`src/rtl/interrupt_controller.sv`:
```
// Fixed-priority interrupt controller: latches peripheral event pulses as pending and
// presents one enabled source at a time to the CPU over an irq/ack/done handshake.
module interrupt_controller #(
  parameter logic [7:0] INTERRUPT_CONTROLLER_ADDRESS = 8'h00
) (
  input  logic       clk,
  input  logic       rst,
  input  logic [7:0] din,
  input  logic [7:0] address,
  input  logic       w_en,
  input  logic       r_en,
  output logic [7:0] dout,
  input  logic [7:0] src,
  output logic       irq,
  output logic [2:0] vector,
  input  logic       ack,
  input  logic       done
);

  typedef enum logic [1:0] {IDLE, REQ, SERVICE} state_t;

  state_t     state, state_n;
  logic [7:0] enable;
  logic [7:0] pending, pending_n;
  logic       ctl_en;
  logic [7:0] off;
  logic       hit;
  logic [7:0] eligible;
  logic [2:0] winner;
  logic       found;
  logic [2:0] vector_n;
  logic       irq_n;
  logic       ack_clr;
  logic [7:0] w1c;
  logic [7:0] rdata;

  assign off      = address - INTERRUPT_CONTROLLER_ADDRESS;
  assign hit      = (off[7:2] == 6'd0);
  assign eligible = ctl_en ? (pending & enable) : '0;
  assign w1c      = (w_en && hit && off[1:0] == 2'd1) ? din : '0;

  always_comb begin
    winner = '0;
    found  = 1'b0;
    for (int unsigned i = 0; i < 8; i++) begin
      if (eligible[i] && !found) begin
        winner = 3'(i);
        found  = 1'b1;
      end
    end
  end

  always_comb begin
    state_n  = state;
    irq_n    = irq;
    vector_n = vector;
    ack_clr  = 1'b0;
    case (state)
      IDLE: begin
        if (eligible != '0) begin
          state_n  = REQ;
          vector_n = winner;
          irq_n    = 1'b1;
        end
      end
      REQ: begin
        // ack wins over withdrawal; vector stays frozen while requesting
        if (ack) begin
          state_n = SERVICE;
          irq_n   = 1'b0;
          ack_clr = 1'b1;
        end else if (!(pending[vector] && enable[vector] && ctl_en)) begin
          state_n = IDLE;
          irq_n   = 1'b0;
        end
      end
      SERVICE: begin
        if (done) state_n = IDLE;
      end
      default: begin
        state_n = IDLE;
        irq_n   = 1'b0;
      end
    endcase
  end

  // New events override any clear arriving in the same cycle
  assign pending_n = (pending & ~(w1c | (ack_clr ? (8'd1 << vector) : 8'd0))) | src;

  always_comb begin
    rdata = '0;
    if (hit) begin
      case (off[1:0])
        2'd0:    rdata = enable;
        2'd1:    rdata = pending;
        2'd2:    rdata = {4'b0, state == SERVICE, vector};
        default: rdata = {7'b0, ctl_en};
      endcase
    end
  end

  always_ff @(posedge clk) begin
    if (rst) begin
      state   <= IDLE;
      enable  <= '0;
      pending <= '0;
      ctl_en  <= 1'b0;
      dout    <= '0;
      irq     <= 1'b0;
      vector  <= '0;
    end else begin
      state   <= state_n;
      irq     <= irq_n;
      vector  <= vector_n;
      pending <= pending_n;
      if (r_en) dout <= rdata;
      if (w_en && hit && off[1:0] == 2'd0) enable <= din;
      if (w_en && hit && off[1:0] == 2'd3) ctl_en <= din[0];
    end
  end

endmodule

```
`config.mk`:
```
export PLATFORM = sky130hd
export DESIGN_NAME = interrupt_controller
export DESIGN_NICKNAME = d
export VERILOG_FILES = /design/src/rtl/interrupt_controller.sv
export SDC_FILE = /design/constraint.sdc
export NUM_CORES = 1
export LEC_CHECK = 0
export BUFFER_PORTS_ARGS = -buffer_cell sky130_fd_sc_hd__buf_4
export CORE_MARGIN = 2
export CORE_UTILIZATION = 50
export DETAILED_ROUTE_END_ITERATION = 12
export PLACE_DENSITY = 0.73
export SETUP_SLACK_MARGIN = 0.4
export SLEW_MARGIN = 30
export SYNTH_ARGS = -nofsm -noshare
export SYNTH_HDL_FRONTEND = slang
export SYNTH_SLANG_ARGS = --single-unit
export TNS_END_PERCENT = 1
```
`constraint.sdc`:
```
create_clock -name clk -period 2.6 [get_ports clk]
set_input_delay 0.52 -clock clk [delete_from_list [all_inputs] [get_ports clk]]
set_output_delay 0.52 -clock clk [all_outputs]
set_load 0.005 [all_outputs]
```
==> run_results.csv <==
group,metric,value,unit
run_status,status,"complete, no violations",
logic_synthesis,synth-main-ff-cell,"dfxtp_1",
worst_setup_path,cp_max_fo,8,
place,io_buffers,41,
logic_synthesis,syn_area,0.00166,mm²
timing,finClkSkew,0.00615,ns
route,antenna_left,0,
worst_setup_path,r2r-end,"vector[0]$_SDFFE_PP0P_",
hold_path,hold_start,"src[7]",
logic_synthesis,post_synth.cell_area_avg,9.05,µm²
logic_synthesis,synth.distinct_cells,36,
worst_setup_path,crit_path_end,"pending[4]$_SDFF_PP0_",
die,chipHeight,61.6,µm
final_layout,n_antenna_cell,0,
clock_tree,clock_path_buffers,2,
clock_tree,root_buffer,"clkbuf_4",
route,wl_per_cell,15.8,µm
logic_synthesis,synth-simple-area-share,23.4,%
power_and_ir_drop,leakage,0.000728,µW
global_route,grt_pass1_wl,6.89,mm
worst_setup_path,setup.worst_path.start_class,"primary input",
global_route,antenna_found_initial,0,
route,drc_errors,0,
place,gp_congestion,0.883,
logic_synthesis,synth_compound_area_share,22.9,%
logic_synthesis,syn-num-nets,213,
die,start_util,53.4,%
timing,max_freq,0.508,GHz
worst_setup_path,crit_path_end_kind,"register",
timing,tightestPinTransition,0.557,ns
global_route,grt.overflow.total,0,
clock_tree,htree_levels,2,
timing,holdWs,0.399,ns
timing,fin_crit_sh,75.7,%
worst_setup_path,required,2.84,ns
timing,fin_tns_setup,0,ns
logic_synthesis,muxShareOfSynthArea,13.4,%
logic_synthesis,synth_top_family_by_area,"simple AND/OR/NAND/NOR gates",
logic_synthesis,synthArstFlopShare,0,%
worst_setup_path,crit-reg2reg-launch,"ctl_en$_SDFFE_PP0P_",
logic_synthesis,ys_seq_area_share,37.5,%
die,core,0.00310,mm²
global_route,grt_pass1_vias,1497,
final_layout,num-nets-final,253,
worst_setup_path,path_buf_inv,1,
place,place_area,0.00199,mm²
clock_tree,clock-sinks,31,
timing,timing.final.crit_period,1.97,ns
worst_setup_path,r2r_setup_slack,0.84,ns
die,die_area,0.00379,mm²
clock_tree,cts_hold_buf,0,
timing,slew_violations,0,
clock_tree,postCtsResizedCells,0,
die,die_w,61.6,µm
timing,rsz0062_at_grt,"false",
worst_setup_path,r2r_cells,4,
logic_synthesis,syn_inst,183,
worst_setup_path,slowest_stage,"or4_1",
clock_tree,cts_setup_buffers,0,
clock_tree,clock_latency,0.34,ns
worst_setup_path,crit_family,"simple AND/OR/NAND/NOR gates",
die,core.rowCount,20,
route,first_pass_iters,4,
route,num_vias,1557,
logic_synthesis,synth_warnings,0,
route,drt-vias-per-instance,5.83,
worst_setup_path,crit_cells,5,
timing,setup_viol,0,
power_and_ir_drop,peakVddDrop,0.410,mV
route,routed_wirelength,4.23,mm
global_route,grt_max_degree,34,
worst_setup_path,crit_start,"address[3]",
global_route,grtUsageTotal,24.9,%
job,cap_viol_max_count,0,
place,hpwl,3.18,mm
timing,maxSlewHeadroom,62.6,%
worst_setup_path,max_stage_delay,0.67,ns
final_layout,n_fill_cell,300,
power_and_ir_drop,power_density,432,mW/mm²
logic_synthesis,synthAdderAreaFrac,0,%
logic_synthesis,synth_edf_count,0,
route,drt-initial-drc-count,104,
hold_path,hold_class,"in2reg",
worst_setup_path,critical_path_class,"in2reg",
logic_synthesis,synth-seq-cells,31,
final_layout,area_growth_syn_to_layout,23.6,%
clock_tree,cts_tree,"done",
die,io_pins,42,
worst_setup_path,critPathArrivalTime,2.21,ns
power_and_ir_drop,p_total,885,µW
clock_tree,numCtsBuffers,5,
timing,hold_viol_final,0,
worst_setup_path,crit_chain,"buf_4, or4_1, nor4_4, a21oi_1, o21ba_2",
final_layout,postLayoutCellArea,0.00205,mm²
final_layout,layout-drive-gt1-share,31.4,%
logic_synthesis,yosys.area_share.xor_xnor,0,%
clock_tree,clkTransAtPathRegs,0.10,ns
[worst min-delay path by stage]
stage,to,depth (start not counted)
detailed placement,dout[2]$_SDFFE_PP0P_,2
floorplan,dout[1]$_SDFFE_PP0P_,2
global placement,dout[2]$_SDFFE_PP0P_,2
CTS,pending[7]$_SDFF_PP0_,2
finish,pending[7]$_SDFF_PP0_,2
global route,pending[0]$_SDFF_PP0_,2
[cell families (layout without fill, tap and decap cells)]
logic type	after synthesis	after routing
AO/OA/AOI/OAI	56	56
buffers and inverters	12	52
flip-flops	31	31
multiplexers	18	18
AND/OR/NAND/NOR	66	66
[power breakdown]
part	switching (µW)	total [µW]	internal (µW)
logic	41.7	94.6	52.9
clock network	171	296	125
registers	10.9	495	484
total	223	885	662
[metal layers]
metal / routed length, µm / global-route usage [%]
met2: 2140 / 42.3
met1: 1780 / 30.9
met4: 69 / 7.29
met3: 236 / 6.72
met5: 0 / 0
[final cells by class]
cell class	instances	area (µm²)	area share [%]
multi-input combinational	140	990	48.3
sequential	31	621	30.3
timing repair buffer	42	315	15.4
tap	44	55.1	2.69
clock buffer	6	51.3	2.50
inverter	3	11.3	0.550
clock inverter	1	5.00	0.244
[cells in the final DEF, fill, tap and decap left out, types with 4 or more instances in the layout]
cell and count:
dfxtp_1 31, nand3_1 9, nand3b_1 5, o21ba_2 8
clkbuf_4 5, a21oi_1 20, a22oi_1 4, buf_4 42
mux2_2 4, mux2i_1 11, nand2_1 12, o21ai_0 9
nand2b_1 12, nor3_1 4, nor2_1 12
[cell usage after synthesis (all sizes together), types with 2 or more instances]
cell / number / share of area (%)
nand2b: 12 / 4.5
nor4: 2 / 2.6
buf: 3 / 0.76
a21oi: 20 / 6.0
o21ai: 9 / 2.7
nand3b: 5 / 2.3
mux2i: 11 / 6.6
nor3: 4 / 1.2
nor2: 12 / 2.7
nor2b: 2 / 0.76
a22o: 2 / 1.1
nand2: 12 / 2.7
o2bb2ai: 2 / 1.1
or3b: 3 / 1.6
a211oi: 3 / 1.4
inv: 3 / 0.68
clkbuf: 6 / 1.4
mux2: 4 / 2.7
nand3: 9 / 2.7
a22oi: 4 / 1.8
o21ba: 8 / 4.8
a31oi: 2 / 0.76
dfxtp: 31 / 37
mux4: 3 / 4.1
[metrics by stage]
| step | cells | utilization (%) | setup WS [ns] |
|---|---|---|---|
| 2_1_floorplan | 183 | - | 0.492 |
| 3_3_place_gp | 260 | 64.2 | 0.395 |
| 3_5_place_dp | 260 | 64.2 | 0.286 |
| 4_1_cts | 267 | 66.0 | 0.654 |
| 5_1_grt | 267 | 66.0 | 0.561 |
| 6_report | 267 | 66.0 | 0.632 |
[registers in the layout, indices dropped and copies added (netlist names)]
name and count:
dout 8, enable 8, pending 8, vector 3, state 2, ctl_en 1
irq 1
Note: power is estimated with default switching activity, not from simulation.
